$ cat src/rtl/usbdev_pkg.sv
// Shared types for the USB device IN endpoint datapath.
//   - Default sizing of the IN endpoint block (endpoints, packet size, buffers).
//   - Word-fetch FSM state encoding.
//   - Per-endpoint packet configuration record (buffer ID, size, armed flag).
package usbdev_pkg;

    localparam int unsigned UsbNumInEps         = 12;
    localparam int unsigned UsbMaxInPktSizeByte = 32;
    localparam int unsigned UsbNumBufs          = 32;
    localparam int unsigned UsbPktW             = $clog2(UsbMaxInPktSizeByte);
    localparam int unsigned UsbBufW             = $clog2(UsbNumBufs);
    localparam int unsigned UsbMemAw            = UsbBufW + UsbPktW - 2;

    typedef enum logic [1:0] {
        StIdle = 2'd0,
        StReq  = 2'd1,
        StWait = 2'd2,
        StHold = 2'd3
    } in_fetch_state_e;

    // size is one bit wider than a byte address so a full-length packet fits
    typedef struct packed {
        logic [UsbBufW-1:0] buf_id;
        logic [UsbPktW:0]   size;
        logic               rdy;
    } in_ep_cfg_t;

endpackage

$ cat src/rtl/usbdev_in_word_fetch.sv
// On-demand SRAM word fetcher for the IN packet currently being sent.
// Ports:
//   clk_48mhz_i, rst_ni     clock, async active-low reset
//   start_i, start_buf_i    begin fetching the packet held in buffer start_buf_i
//   abort_i                 drop the current fetch (transaction over / link reset)
//   get_addr_i              byte address requested by the protocol engine
//   mem_*                   SRAM read port (req/gnt handshake, rvalid return)
//   data_o                  byte at get_addr_i while a word is held, else 0
module usbdev_in_word_fetch
    import usbdev_pkg::*;
#(
    parameter  int unsigned PktW  = UsbPktW,
    parameter  int unsigned BufW  = UsbBufW,
    localparam int unsigned MemAw = BufW + PktW - 2
) (
    input  logic             clk_48mhz_i,
    input  logic             rst_ni,
    input  logic             start_i,
    input  logic             abort_i,
    input  logic [BufW-1:0]  start_buf_i,
    input  logic [PktW-1:0]  get_addr_i,
    output logic             mem_req_o,
    output logic [MemAw-1:0] mem_addr_o,
    input  logic             mem_gnt_i,
    input  logic             mem_rvalid_i,
    input  logic [31:0]      mem_rdata_i,
    output logic [7:0]       data_o
);

    localparam int unsigned WordIdxW = PktW - 2;

    in_fetch_state_e     state_q, state_d;
    logic [BufW-1:0]     buf_q;
    logic [WordIdxW-1:0] req_idx_q;
    logic [WordIdxW-1:0] hold_idx_q;
    logic [31:0]         hold_word_q;
    logic                outstanding_q;
    logic [WordIdxW-1:0] addr_idx_c;

    assign addr_idx_c = get_addr_i[PktW-1:2];

    // State register
    always_ff @(posedge clk_48mhz_i or negedge rst_ni) begin
        if (!rst_ni) begin
            state_q <= StIdle;
        end else begin
            state_q <= state_d;
        end
    end

    // Next state; abort beats a restart, a restart beats normal progress
    always_comb begin
        state_d = state_q;
        case (state_q)
            StIdle:  state_d = StIdle;
            StReq:   if (!outstanding_q && mem_gnt_i) state_d = StWait;
            StWait:  if (mem_rvalid_i) state_d = StHold;
            StHold:  if (addr_idx_c != hold_idx_q) state_d = StReq;
            default: state_d = StIdle;
        endcase
        if (start_i) state_d = StReq;
        if (abort_i) state_d = StIdle;
    end

    // Outputs; a request is withheld while an abandoned read is still in flight
    always_comb begin
        mem_req_o  = (state_q == StReq) && !outstanding_q;
        mem_addr_o = {buf_q, req_idx_q};
        data_o     = '0;
        if (state_q == StHold) data_o = hold_word_q[{get_addr_i[1:0], 3'b000} +: 8];
    end

    // Fetch datapath: request index frozen for the whole req phase, word hold
    always_ff @(posedge clk_48mhz_i or negedge rst_ni) begin
        if (!rst_ni) begin
            buf_q         <= '0;
            req_idx_q     <= '0;
            hold_idx_q    <= '0;
            hold_word_q   <= '0;
            outstanding_q <= 1'b0;
        end else begin
            if (start_i) buf_q <= start_buf_i;
            if (start_i || (state_d == StReq && state_q != StReq)) req_idx_q <= addr_idx_c;
            if (state_q == StWait && mem_rvalid_i) begin
                hold_word_q <= mem_rdata_i;
                hold_idx_q  <= req_idx_q;
            end
            if (mem_req_o && mem_gnt_i) begin
                outstanding_q <= 1'b1;
            end else if (mem_rvalid_i) begin
                outstanding_q <= 1'b0;
            end
        end
    end

endmodule

$ cat src/rtl/usbdev_in_ep_ctrl.sv
// Per-endpoint IN packet controller: holds one armed packet per IN endpoint,
// serves its bytes to the protocol engine from SRAM, retires it on ACK and
// keeps it armed on rollback.
// Ports:
//   clk_48mhz_i, rst_ni, link_reset_i   clock, async reset, bus-reset clear
//   cfg_*                               software arm/cancel write, cfg_err_o on reject
//   rdy_o, pkt_sent_o                   armed flags, packet-retired pulses
//   in_*                                protocol engine handshake and byte path
//   mem_*                               packet buffer SRAM read port
module usbdev_in_ep_ctrl
    import usbdev_pkg::*;
#(
    parameter  int unsigned NumInEps         = UsbNumInEps,
    parameter  int unsigned MaxInPktSizeByte = UsbMaxInPktSizeByte,
    parameter  int unsigned NumBufs          = UsbNumBufs,
    localparam int unsigned PktW             = $clog2(MaxInPktSizeByte),
    localparam int unsigned BufW             = $clog2(NumBufs),
    localparam int unsigned MemAw            = BufW + PktW - 2
) (
    input  logic                clk_48mhz_i,
    input  logic                rst_ni,
    input  logic                link_reset_i,
    input  logic                cfg_we_i,
    input  logic [3:0]          cfg_ep_i,
    input  logic [BufW-1:0]     cfg_buf_i,
    input  logic [PktW:0]       cfg_size_i,
    input  logic                cfg_rdy_i,
    output logic                cfg_err_o,
    output logic [NumInEps-1:0] rdy_o,
    output logic [NumInEps-1:0] pkt_sent_o,
    input  logic                in_xact_starting_i,
    input  logic [3:0]          in_xact_start_ep_i,
    input  logic [3:0]          in_ep_current_i,
    input  logic                in_ep_rollback_i,
    input  logic                in_ep_xact_end_i,
    input  logic [PktW-1:0]     in_ep_get_addr_i,
    output logic [NumInEps-1:0] in_ep_has_data_o,
    output logic [NumInEps-1:0] in_ep_data_done_o,
    output logic [7:0]          in_ep_data_o,
    output logic                mem_req_o,
    output logic [MemAw-1:0]    mem_addr_o,
    input  logic                mem_gnt_i,
    input  logic                mem_rvalid_i,
    input  logic [31:0]         mem_rdata_i
);

    in_ep_cfg_t          cfg_q [NumInEps];
    in_ep_cfg_t          cfg_d [NumInEps];
    logic [NumInEps-1:0] busy_q, busy_d;
    logic [NumInEps-1:0] pkt_sent_d;
    logic                cfg_err_d;
    logic                cfg_busy_c, cfg_accept_c;
    logic                fetch_start_c, fetch_abort_c;
    logic [BufW-1:0]     start_buf_c;

    // A write is taken only for an implemented, non-busy endpoint
    always_comb begin
        cfg_busy_c = 1'b0;
        for (int unsigned e = 0; e < NumInEps; e++) begin
            if (cfg_ep_i == 4'(e)) cfg_busy_c = busy_q[e];
        end
        cfg_accept_c = cfg_we_i && (32'(cfg_ep_i) < NumInEps) && !cfg_busy_c;
    end

    // Endpoint state update; an accepted write overrides a retire of the same ep
    always_comb begin
        cfg_d      = cfg_q;
        busy_d     = busy_q;
        pkt_sent_d = '0;
        cfg_err_d  = cfg_we_i && !cfg_accept_c;
        if (in_ep_xact_end_i || in_ep_rollback_i || in_xact_starting_i) busy_d = '0;
        for (int unsigned e = 0; e < NumInEps; e++) begin
            if (in_xact_starting_i && in_xact_start_ep_i == 4'(e)) busy_d[e] = 1'b1;
            if (in_ep_xact_end_i && in_ep_current_i == 4'(e)) begin
                cfg_d[e].rdy  = 1'b0;
                pkt_sent_d[e] = 1'b1;
            end
            if (cfg_accept_c && cfg_ep_i == 4'(e)) begin
                cfg_d[e] = '{buf_id: cfg_buf_i, size: cfg_size_i, rdy: cfg_rdy_i};
            end
        end
        if (link_reset_i) begin
            for (int unsigned e = 0; e < NumInEps; e++) cfg_d[e] = '0;
            busy_d     = '0;
            pkt_sent_d = '0;
            cfg_err_d  = 1'b0;
        end
    end

    always_ff @(posedge clk_48mhz_i or negedge rst_ni) begin
        if (!rst_ni) begin
            for (int unsigned e = 0; e < NumInEps; e++) cfg_q[e] <= '0;
            busy_q     <= '0;
            pkt_sent_o <= '0;
            cfg_err_o  <= 1'b0;
        end else begin
            cfg_q      <= cfg_d;
            busy_q     <= busy_d;
            pkt_sent_o <= pkt_sent_d;
            cfg_err_o  <= cfg_err_d;
        end
    end

    // Fetch only for an armed, non-empty packet; any other start cancels the fetch
    always_comb begin
        fetch_start_c = 1'b0;
        start_buf_c   = '0;
        for (int unsigned e = 0; e < NumInEps; e++) begin
            if (in_xact_start_ep_i == 4'(e)) begin
                start_buf_c   = cfg_q[e].buf_id;
                fetch_start_c = in_xact_starting_i && cfg_q[e].rdy && (cfg_q[e].size != '0);
            end
        end
        fetch_abort_c = in_ep_xact_end_i || in_ep_rollback_i || link_reset_i ||
                        (in_xact_starting_i && !fetch_start_c);
    end

    // Armed flags and done indication; done is only meaningful for an armed packet
    always_comb begin
        in_ep_data_done_o = '0;
        for (int unsigned e = 0; e < NumInEps; e++) begin
            rdy_o[e] = cfg_q[e].rdy;
            if (in_ep_current_i == 4'(e)) begin
                in_ep_data_done_o[e] = cfg_q[e].rdy && ({1'b0, in_ep_get_addr_i} >= cfg_q[e].size);
            end
        end
        in_ep_has_data_o = rdy_o;
    end

    usbdev_in_word_fetch #(
        .PktW (PktW),
        .BufW (BufW)
    ) u_word_fetch (
        .clk_48mhz_i  (clk_48mhz_i),
        .rst_ni       (rst_ni),
        .start_i      (fetch_start_c),
        .abort_i      (fetch_abort_c),
        .start_buf_i  (start_buf_c),
        .get_addr_i   (in_ep_get_addr_i),
        .mem_req_o    (mem_req_o),
        .mem_addr_o   (mem_addr_o),
        .mem_gnt_i    (mem_gnt_i),
        .mem_rvalid_i (mem_rvalid_i),
        .mem_rdata_i  (mem_rdata_i),
        .data_o       (in_ep_data_o)
    );

endmodule

$ cat config.mk
export PLATFORM = sky130hd
export DESIGN_NAME = usbdev_in_ep_ctrl
export DESIGN_NICKNAME = d
export VERILOG_FILES = /design/src/rtl/usbdev_pkg.sv /design/src/rtl/usbdev_in_word_fetch.sv /design/src/rtl/usbdev_in_ep_ctrl.sv
export SDC_FILE = /design/constraint.sdc
export NUM_CORES = 1
export LEC_CHECK = 0
export CAP_MARGIN = 20
export CORE_MARGIN = 3
export CORE_UTILIZATION = 60
export DETAILED_ROUTE_END_ITERATION = 8
export GPL_TIMING_DRIVEN = 1
export PLACE_DENSITY = 0.93
export SLEW_MARGIN = 20
export SYNTH_ARGS = -nofsm -noshare
export SYNTH_HDL_FRONTEND = slang
export SYNTH_HIERARCHICAL = 1
export SYNTH_SLANG_ARGS = --single-unit
$ cat constraint.sdc
create_clock -name clk_48mhz_i -period 7.3 [get_ports clk_48mhz_i]
set_input_delay 1.46 -clock clk_48mhz_i [delete_from_list [all_inputs] [get_ports clk_48mhz_i]]
set_output_delay 1.46 -clock clk_48mhz_i [all_outputs]
set_load 0.1 [all_outputs]
==> flow_summary.ini, run 1 <==
[layout]
drive_above_1_share_pct = 12.2
fillers = 1185
area_growth_pct = 18.5
stdcell_count = 1454
antenna_cells = 0
nets = 1308

[logic_synthesis]
async_flop_share_pct = 100
ys_top_cells_by_area = dfrtp_1, ha_1, mux2i_1
synth_nets = 1221
netlist_instances = 1091
synth_edf_count = 0
synth_seq_cells = 215
synth_flop_cell = dfrtp_1
syn_area_per_cell_um2 = 10.7
yosysWarnings = 6
syn-cell-area_um2 = 11600
post-synth-top-area-cell = dfrtp_1
synth_top_area_share_pct = 46.2
netlist_top_cells_count = dfrtp_1, o21ai_0, nand3_1
synth-seq-area-share_pct = 46.2
synth.most_common_cell = dfrtp_1
ys_types = 60

[sta]
finalHoldViolCount = 0
rsz0062_at_grt = no
slew_headroom_pct = 22.1
fin_skew_ps = 5.42
fin_ws_ps = 1480
fin_crit_sh_pct = 79.7
final-setup-viol-count = 0
worst_slew_pin_slew_ps = 1160
finalCriticalPeriod_ps = 5820
final-max-slew-violation-count = 0
setup_tns_ps = 0
max_freq_ghz = 0.172

[worst_hold_path]
hold-path-cell-count = 1
min_to = busy_q[3]
hp-class = reg -> reg
min_from = busy_q[3]

[routing]
drt_iter0_drc = 1188
drcViolationCount = 0
wire_per_inst_um = 23.9
vias_per_cell = 6.71
wl_um = 34700
ant_nets = 0
num_vias = 9760
dr.pass1.iters = 7

[floorplan]
rows = 50
die_h_um = 145
dieArea_um2 = 21100
ios = 136
die_width_um = 145
core-area_um2 = 18900
initial_core_util_pct = 61.6

[grt]
grt_pass1_wl_um = 54800
grt_max_degree = 140
antenna_found_initial = 0
grt_pass1_vias = 10100
grt_use_total_pct = 32.3
globalRouteOverflowTotal = 0

[critical_path]
reg2reg_slack_ps = 4010
end_kind = primary output
cp_data_required_time_ps = 5840
rr_worst_depth = 9
timing.rr.end = u_word_fetch/req_idx_q[1]
r2r_start = cfg_q[85]
startpoint_type = input pin
critPathKind = in -> out
cp_max_fo = 13
worstPathArrival_ps = 4360

[power]
powerDensity_nw_per_um2 = 198
ir_drop_v = 0.000147
leakage_nw = 6.44

[clocking]
cts_setup_buffers = 0
numCtsBuffers = 24
cts_resized = 0
clk_latency_ps = 510
ctsHtreeMaxLevel = 1
ctsHoldBuffers = 0
clk_pin_slew_ps = 60
cts_max_path_buffers = 3
cts.sinks = 215
root_buffer = clkbuf_16
cts_tree = done

[placed_design]
dp_hpwl_um = 22300
place_ws_ps = 1690
portBuffers = 135
place_inst = 1411
place.gp.congestion = 0.896

[status]
status = finished, final reports clean

[run]
drv_cap = 0
## worst max-delay path by stage
stage,cells past startpoint,startpoint,end
floorplan,8,in_ep_get_addr_i[0],in_ep_data_done_o[10]
global placement,11,in_ep_get_addr_i[0],in_ep_data_done_o[7]
detailed placement,11,in_ep_get_addr_i[0],in_ep_data_done_o[7]
CTS,11,in_ep_get_addr_i[0],in_ep_data_done_o[8]
global route,11,in_ep_get_addr_i[0],in_ep_data_done_o[7]
finish,9,in_ep_get_addr_i[1],in_ep_data_done_o[8]
## layout make-up
cell class              count  area [µm²]  area share, %
well taps                 260         325           2.36
clock buffers              30         654           4.75
clock inverters            12         163           1.18
multi-input cells         729        5580           40.5
inverters                  54         204           1.48
repair buffers            154        1480           10.8
flip-flops and latches    215        5380           39.0
## power by group
part,leakage [nW],switching (W),internal (W)
Clock,0.404,0.000480,0.000774
Sequential,2.99,0.00000868,0.00120
Combinational,3.04,0.000177,0.0000924
## worst max-delay path: stages
cell and delay (ps):
clkdlybuf4s50_1 920, buf_4 440, ha_1 310, a21o_1 130, a21o_1 140, a21o_1 140, a21oi_1 80, nor4_1 360
buf_4 370
## logic make-up after synthesis
logic type	synth area share, %
flops	46.2
simple gates	15.0
fa+ha+maj	6.45
mux	13.8
buf+inv	5.95
compound gates	12.3
xor+xnor	0.226
## flip-flops by register name (all words and copies together) (netlist names)
name / cells
u_word_fetch/hold_word_q: 32
cfg_q: 132
u_word_fetch/outstanding_q: 1
u_word_fetch/buf_q: 5
u_word_fetch/state_q: 2
in_ep_has_data_o: 12
u_word_fetch/req_idx_q: 3
cfg_err_o: 1
u_word_fetch/hold_idx_q: 3
busy_q: 12
pkt_sent_o: 12
## per-layer routing
metal	vias to the layer above	share of wire, %	GRT usage, %
li1	4118	-	-
met1	4678	35	39.8
met2	752	47	53.4
met3	212	11	6.65
met4	0	6.9	18.1
met5	-	0	0
## through the flow
step                area [µm²]  total power [W]  hold slack [ps]  utilization, %
finish                   13800          0.00274              494            73.0
global route             13800          0.00282              501            73.0
CTS                      13800          0.00273              496            72.8
detailed placement       12900          0.00149              481            68.5
global placement         12900          0.00148              473            68.5
floorplan                11600          0.00136              459               -
## placed cells by master, fill, tap and decap left out, types with 4 or more instances in the layout
cell and instances:
a21o_1 38, dfrtp_1 215, nor4_1 14, nand4_1 16, nor3_1 17, a22o_1 10
and3b_1 4, nor2_1 59, ha_1 60, clkbuf_1 4, mux2_2 39, bufinv_16 4
o211ai_1 9, nand2_1 54, clkdlybuf4s50_1 121, nor2b_1 12, nand3_1 73, o21ai_0 86
o311ai_0 6, o2111ai_1 8, buf_4 30, a32o_1 4, clkinv_2 8, clkbuf_16 25
mux2i_1 63, and3_1 12, a41o_1 14, or4_1 9, nand3b_1 9, mux4_2 23
nor3b_1 9, inv_1 53, a21oi_1 18, nand2b_1 28
Note: power is estimated with default switching activity, not from simulation.
==> run 2, diff against run 1 <==
--- a/config.mk
+++ b/config.mk
@@ -7,10 +7,10 @@
 export LEC_CHECK = 0
 export CAP_MARGIN = 20
 export CORE_MARGIN = 3
-export CORE_UTILIZATION = 60
+export CORE_UTILIZATION = 57
 export DETAILED_ROUTE_END_ITERATION = 8
 export GPL_TIMING_DRIVEN = 1
-export PLACE_DENSITY = 0.93
+export PLACE_DENSITY = 0.89
 export SLEW_MARGIN = 20
 export SYNTH_ARGS = -nofsm -noshare
 export SYNTH_HDL_FRONTEND = slang
==> constraint.sdc (replaced) <==
create_clock -name clk_48mhz_i -period 5.7 [get_ports clk_48mhz_i]
set_input_delay 1.14 -clock clk_48mhz_i [delete_from_list [all_inputs] [get_ports clk_48mhz_i]]
set_output_delay 1.14 -clock clk_48mhz_i [all_outputs]
set_load 0.1 [all_outputs]
==> flow_summary.ini, run 2 (synthesized netlist as in run 1, its figures left out) <==
[grt]
grt_pass1_vias = 9375
grt_use_total_pct = 28.5
grt_max_degree = 118
globalRouteOverflowTotal = 0
antenna_found_initial = 0
grt_pass1_wl_um = 50600

[clocking]
ctsHtreeMaxLevel = 1
clk_pin_slew_ps = 60
ctsHoldBuffers = 0
cts_tree = done
cts_setup_buffers = 0
root_buffer = clkbuf_16
clk_latency_ps = 520
cts_max_path_buffers = 3
cts_resized = 0
cts.sinks = 215
numCtsBuffers = 23

[sta]
rsz0062_at_grt = no
max_freq_ghz = 0.204
finalHoldViolCount = 0
setup_tns_ps = 0
finalCriticalPeriod_ps = 4900
worst_slew_pin_slew_ps = 1080
final-setup-viol-count = 0
slew_headroom_pct = 27.7
fin_skew_ps = 23.8
final-max-slew-violation-count = 0
fin_crit_sh_pct = 85.9

[layout]
layout_commonest_cell = dfrtp_1
nets = 1309
utilization_pct = 70.6
final_cell_mix = dfrtp_1, clkdlybuf4s50_1, o21ai_0
drive_above_1_share_pct = 13.7
multi_input_area_um2 = 5640
fillers = 1339
largest_reg_flops = 132
register_area_um2 = 5380
reg.largest.list = cfg_q: 132 flops, u_word_fetch/hold_word_q: 32 flops
largest_register = cfg_q
area_growth_pct = 20.0
antenna_cells = 0

[power]
leakage_nw = 6.49
powerDensity_nw_per_um2 = 248
ir_drop_v = 0.000221

[routing]
dr.pass1.iters = 7
vias_per_cell = 6.39
drcViolationCount = 0
wl_um = 31900
num_vias = 9310
drt_iter0_drc = 899
wire_per_inst_um = 21.8
ant_nets = 0

[worst_hold_path]
hp-class = reg -> reg

[floorplan]
die_h_um = 149
dieArea_um2 = 22200
initial_core_util_pct = 58.8
core-area_um2 = 19800
ios = 136
die_width_um = 149
rows = 51

[run]
drv_cap = 0

[critical_path]
worstPathArrival_ps = 3760
end_kind = primary output
cp_data_required_time_ps = 4560
cp_max_fo = 12
startpoint_type = input pin
critPathKind = in -> out

[placed_design]
dp_hpwl_um = 21200
portBuffers = 135
place.gp.congestion = 0.905

[status]
status = finished, final reports clean
-- run 2: cell types whose count changed in the layout (fill, tap and decap cells not counted), moves of 2 or more --
| cell | previous run | this run |
|---|---|---|
| buf_12 | 0 | 13 |
| nor4_1 | 14 | 5 |
| nor4_2 | 0 | 9 |
| clkdlybuf4s50_1 | 121 | 113 |
| clkbuf_8 | 1 | 5 |
| clkinv_2 | 8 | 4 |
| buf_4 | 30 | 28 |
| clkbuf_16 | 25 | 23 |
-- run 2: path summary, 6_finish.rpt --
check                                             startpoint                            to  slack (ps)  cells after the start
worst max register to register                     cfg_q[86]     u_word_fetch/req_idx_q[1]        2560                      9
worst min-delay path            u_word_fetch/hold_word_q[29]  u_word_fetch/hold_word_q[29]         490                      1
worst min register to register  u_word_fetch/hold_word_q[29]  u_word_fetch/hold_word_q[29]         490                      1
worst max-delay path                     in_ep_get_addr_i[0]          in_ep_data_done_o[9]         800                     11
max in group asynchronous                             rst_ni                     cfg_q[14]        3870                      2
min in group asynchronous                             rst_ni   u_word_fetch/hold_word_q[3]         780                      1
-- run 2: area by class of cell --
| type | count | area share, % |
|---|---|---|
| multi-input combinational | 729 | 40.3 |
| timing repair buffer | 156 | 11.6 |
| tap | 265 | 2.37 |
| sequential | 215 | 38.5 |
| clock buffer | 30 | 4.60 |
| inverter | 54 | 1.46 |
| clock inverter | 9 | 1.11 |
-- run 2: power by group --
group          internal, W  switching (W)
combinational     0.000118       0.000221
sequential         0.00154      0.0000106
clock             0.000973       0.000603
-- run 2: routing by layer --
metal	track usage (%)	part of all wire, %	vias up
li1	-	-	4116
met1	36.5	38	4604
met2	48.3	49	500
met3	6.26	9.4	90
met4	9.98	3.5	0
met5	0	0	-
-- run 2: critical path: stages --
cell	delay, ps
clkdlybuf4s50_1	410
buf_4	200
inv_1	460
ha_1	330
nand2b_1	150
a21o_1	170
a21o_1	180
a21o_1	190
a21oi_1	220
nor4_2	100
buf_12	200
-- run 2: metrics by stage --
step / std cells / worst slack [ps] / hold WS [ps] / area [µm²] / total power (W)
floorplan: 1091 / 478 / 459 / 11700 / 0.00175
global placement: 1419 / 919 / 472 / 13200 / 0.00190
detailed placement: 1419 / 845 / 480 / 13200 / 0.00191
CTS: 1458 / 798 / 494 / 14000 / 0.00348
global route: 1458 / 643 / 513 / 14000 / 0.00357
finish: 1458 / 803 / 493 / 14000 / 0.00347
==> run 3, diff against run 2 <==
--- a/config.mk
+++ b/config.mk
@@ -6,7 +6,6 @@
 export NUM_CORES = 1
 export LEC_CHECK = 0
 export CAP_MARGIN = 20
-export CORE_MARGIN = 3
 export CORE_UTILIZATION = 57
 export DETAILED_ROUTE_END_ITERATION = 8
 export GPL_TIMING_DRIVEN = 1
==> flow_summary.ini, run 3 (synthesized netlist as in run 1, its figures left out) <==
[layout]
drive_above_1_share_pct = 13.7
largest_reg_flops = 132
utilization_pct = 70.8
nets = 1310
reg.largest.list = cfg_q: 132 flops, u_word_fetch/hold_word_q: 32 flops
final_cell_mix = dfrtp_1, clkdlybuf4s50_1, o21ai_0
largest_register = cfg_q
antenna_cells = 0
area_growth_pct = 20.0
layout_commonest_cell = dfrtp_1
stdcell_count = 1462

[clocking]
cts.sinks = 215
numCtsBuffers = 23
cts_tree = done
clk_latency_ps = 520
clk_pin_slew_ps = 60
cts_max_path_buffers = 3
cts_resized = 0
ctsHoldBuffers = 0
cts_setup_buffers = 0
root_buffer = clkbuf_16
ctsHtreeMaxLevel = 1

[critical_path]
worstPathArrival_ps = 3640
critPathKind = in -> out
crit_top_cell = a21o_1
worstPathCellList = clkdlybuf4s50_1 -> ha_1 -> a21o_1 -> a21o_1 -> a21o_1 -> a21oi_1 -> nor4_2 -> buf_12
cp_data_required_time_ps = 4560
end_kind = primary output
worst_path_max_delay_cell = clkdlybuf4s50_1
rr_worst_depth = 9
max_stage_delay_ps = 840
reg2reg_slack_ps = 2610
startpoint_type = input pin
r2r_start = cfg_q[28]
cp_max_fo = 13
timing.rr.end = u_word_fetch/req_idx_q[0]

[worst_hold_path]
min_to = busy_q[11]
hold-path-cell-count = 1
min_from = busy_q[11]
hp-class = reg -> reg

[sta]
finalHoldViolCount = 0
setup_tns_ps = 0
max_freq_ghz = 0.209
worst_slew_pin_slew_ps = 1110
fin_crit_sh_pct = 83.9
rsz0062_at_grt = no
final-setup-viol-count = 0
finalCriticalPeriod_ps = 4780
final-max-slew-violation-count = 0
fin_skew_ps = 16.0
slew_headroom_pct = 26.1

[placed_design]
portBuffers = 135
place_inst = 1420
dp_hpwl_um = 20900
place.gp.congestion = 0.942

[routing]
num_vias = 9360
drt_iter0_drc = 837
met1_length_um = 12000
ant_nets = 0
met3_length_um = 2830
wl_um = 31300
routed-wl-met2_um = 15100
drcViolationCount = 0
wire_per_inst_um = 21.4
highest_layer = met4
vias_per_cell = 6.40
dr.pass1.iters = 5

[floorplan]
die_width_um = 145
rows = 51
initial_core_util_pct = 59.0
core-area_um2 = 19700
ios = 136
die_h_um = 145
dieArea_um2 = 21000

[grt]
antenna_found_initial = 0
globalRouteOverflowTotal = 0
grt_pass1_wl_um = 49000
grt_max_degree = 125
grt_pass1_vias = 9168
grt_use_total_pct = 30.9

[power]
leakage_nw = 6.47
p_total_w = 0.00344
ir_drop_v = 0.000232
powerDensity_nw_per_um2 = 246

[run]
drv_cap = 0

[status]
status = finished, final reports clean
[run 3: cell count changes in the layout (fill, tap and decap cells not counted)]
cell,delta
bufinv_16,-1
clkinv_2,-2
clkinvlp_4,+3
nor2_2,+1
inv_8,-1
nor2_1,-1
buf_4,+1
clkbuf_1,+4
[run 3: layer usage]
metal  track usage (%)  vias up
li1                  -     4124
met1              39.2     4615
met2              50.9      505
met3              5.96      116
met4              15.1        0
met5                 0        -
[run 3: worst max path at each step]
stage | depth (start not counted) | slack, ps | to | start
after CTS | 10 | 970 | in_ep_data_done_o[9] | in_ep_get_addr_i[0]
after detailed placement | 10 | 1030 | in_ep_data_done_o[5] | in_ep_get_addr_i[0]
after floorplan | 8 | 480 | in_ep_data_done_o[0] | in_ep_get_addr_i[0]
after global routing | 8 | 880 | in_ep_data_done_o[7] | in_ep_get_addr_i[1]
final | 8 | 920 | in_ep_data_done_o[7] | in_ep_get_addr_i[1]
after global placement | 10 | 1060 | in_ep_data_done_o[7] | in_ep_get_addr_i[0]
[run 3: per-stage QoR]
step           hold slack (ps)  setup slack [ps]  cell area [µm²]
6_report                   492               915            14000
5_1_grt                    512               878            14000
4_1_cts                    496               974            14000
3_5_place_dp               483              1030            13200
3_3_place_gp               474              1060            13200
2_1_floorplan              459               478            11700
[run 3: final cells by class]
type	instances	area, µm²
fill	1306	5750
multi-input combinational	729	5640
timing repair buffer	157	1630
inverter	54	204
clock buffer	34	657
sequential	215	5380
tap	265	332
clock inverter	8	126
[run 3: power by group]
group	internal, W	total, W	switching (W)
clock network	0.000936	0.00155	0.000613
registers	0.00154	0.00155	0.0000104
logic	0.000119	0.000337	0.000218
[run 3: worst max-delay path: cells and delay by family]
family / cells / cell delay [ps]
buf+inv: 2 / 1080
fa+ha+maj: 1 / 520
compound gates: 4 / 440
simple gates: 1 / 450
==> RTL change (config.mk and constraints of run 2) <==
Re-encode `in_fetch_state_e` (4 states) as one-hot, 4 bits wide.
--- a/src/rtl/usbdev_pkg.sv
+++ b/src/rtl/usbdev_pkg.sv
@@ -13,7 +13,7 @@
 
-    typedef enum logic [1:0] {
-        StIdle = 2'd0,
-        StReq  = 2'd1,
-        StWait = 2'd2,
-        StHold = 2'd3
+    typedef enum logic [3:0] {
+        StIdle = 4'b0001,
+        StReq  = 4'b0010,
+        StWait = 4'b0100,
+        StHold = 4'b1000
     } in_fetch_state_e;
Formal check against the unedited RTL: same outputs for any inputs over 4 cycles, from zero or initial values and one cycle with rst_ni low; so few cycles prove little.
==> RTL change against run 2 <==
Sequential share of layout area increased by 0.21 points; wire length fell by 1.1%; via count is 0.63% lower; setup slack gained 0.019 ns; final area rose by 0.40%; critical path depth unchanged; area after synthesis hardly changed; power up 1.0%; utilization grew 0.28 points; sequential cell count is 2 higher; count of clock-buffer cells in the layout decreased by 3; critical path type unchanged; critical endpoint is now in_ep_data_done_o[8]; highest routed layer unchanged.
==> RTL change: results <==
export IMPL_max_vdd_ir_drop_v=0.000239
export IMPL_timing_reg2reg_setup_slack_ns=2.25
export IMPL_gp_congestion=0.906
export IMPL_drive_gt1_frac=0.144
export IMPL_wire_per_inst_um=21.5
export IMPL_grt_use_met1=0.369
export IMPL_synthTopCellsByCount="dfrtp_1 (216), o21ai_0 (83), nand3_1 (74), mux2i_1 (63), nor2_1 (62)"
export IMPL_drt_wl_total_um=31500
export IMPL_grt_use_met2=0.474
export IMPL_grt_start_max_net_pins=127
export IMPL_skew_ns=0.0107
export IMPL_preCtsSetupSlack_ns=0.794
export IMPL_drt_iter0_drc=997
export IMPL_yosysSeqAreaShare=0.467
export IMPL_min_period_over_period=0.856
export IMPL_grt_use_total=0.283
export IMPL_synth_fa_ha_area_frac=0.0646
export IMPL_synth_fp_nets=1219
export IMPL_synthTopCellsByArea="dfrtp_1 (46%), ha_1 (6.5%), mux2i_1 (5.4%)"
export IMPL_vias=9251
export IMPL_n_fill_cell=1313
export IMPL_hpwl_um=21400
export IMPL_pwr_share_comb=0.095
export IMPL_synth_xor_xnor_area_share=0.00301
export IMPL_detailed_place_area_um2=13200
export IMPL_status="completed"
export IMPL_post_place_cells=1423
export IMPL_endpoint="in_ep_data_done_o[8]"
export IMPL_slew_headroom=0.302
export IMPL_intPower_w=0.00267
export IMPL_whs_ns=0.496
export IMPL_grt_pass1_wl_um=49700
export IMPL_leakagePower_nw=6.52
export IMPL_synth_cell_types=58
export IMPL_fin_nets=1314
export IMPL_grt_use_met3=0.0507
export IMPL_min_delay_start="busy_q[3]"
export IMPL_ff2ff_path_depth=8
export IMPL_powerDensity_nw_per_um2=250
export IMPL_muxShareOfSynthArea=0.141
export IMPL_rr_endpoint="u_word_fetch/req_idx_q[0]"
## RTL change: kinds of logic (layout without fill, tap and decap cells)
logic type	after synthesis	in the layout
AO/OA/AOI/OAI	207	207
XOR/XNOR	4	4
adder cells (fa/ha/maj)	60	60
buffers and inverters	146	255
flip-flops	217	217
multiplexers	130	130
AND/OR/NAND/NOR	325	325
## RTL change: area by class of cell
| type | count | area, µm² | area share |
|---|---|---|---|
| Clock buffer | 27 | 621 | 0.0443 |
| Clock inverter | 12 | 191 | 0.0136 |
| Inverter | 56 | 211 | 0.0151 |
| Multi-Input combinational cell | 726 | 5600 | 0.399 |
| Sequential cell | 217 | 5430 | 0.387 |
| Tap cell | 265 | 332 | 0.0236 |
| Timing Repair Buffer | 160 | 1640 | 0.117 |
## RTL change: routing by layer
layer | wire (µm) | share of wire | vias up
met4 | 1240 | 0.039 | 0
met1 | 12300 | 0.39 | 4580
met3 | 2600 | 0.083 | 95
li1 | - | - | 4115
met5 | 0 | 0 | -
met2 | 15400 | 0.49 | 461
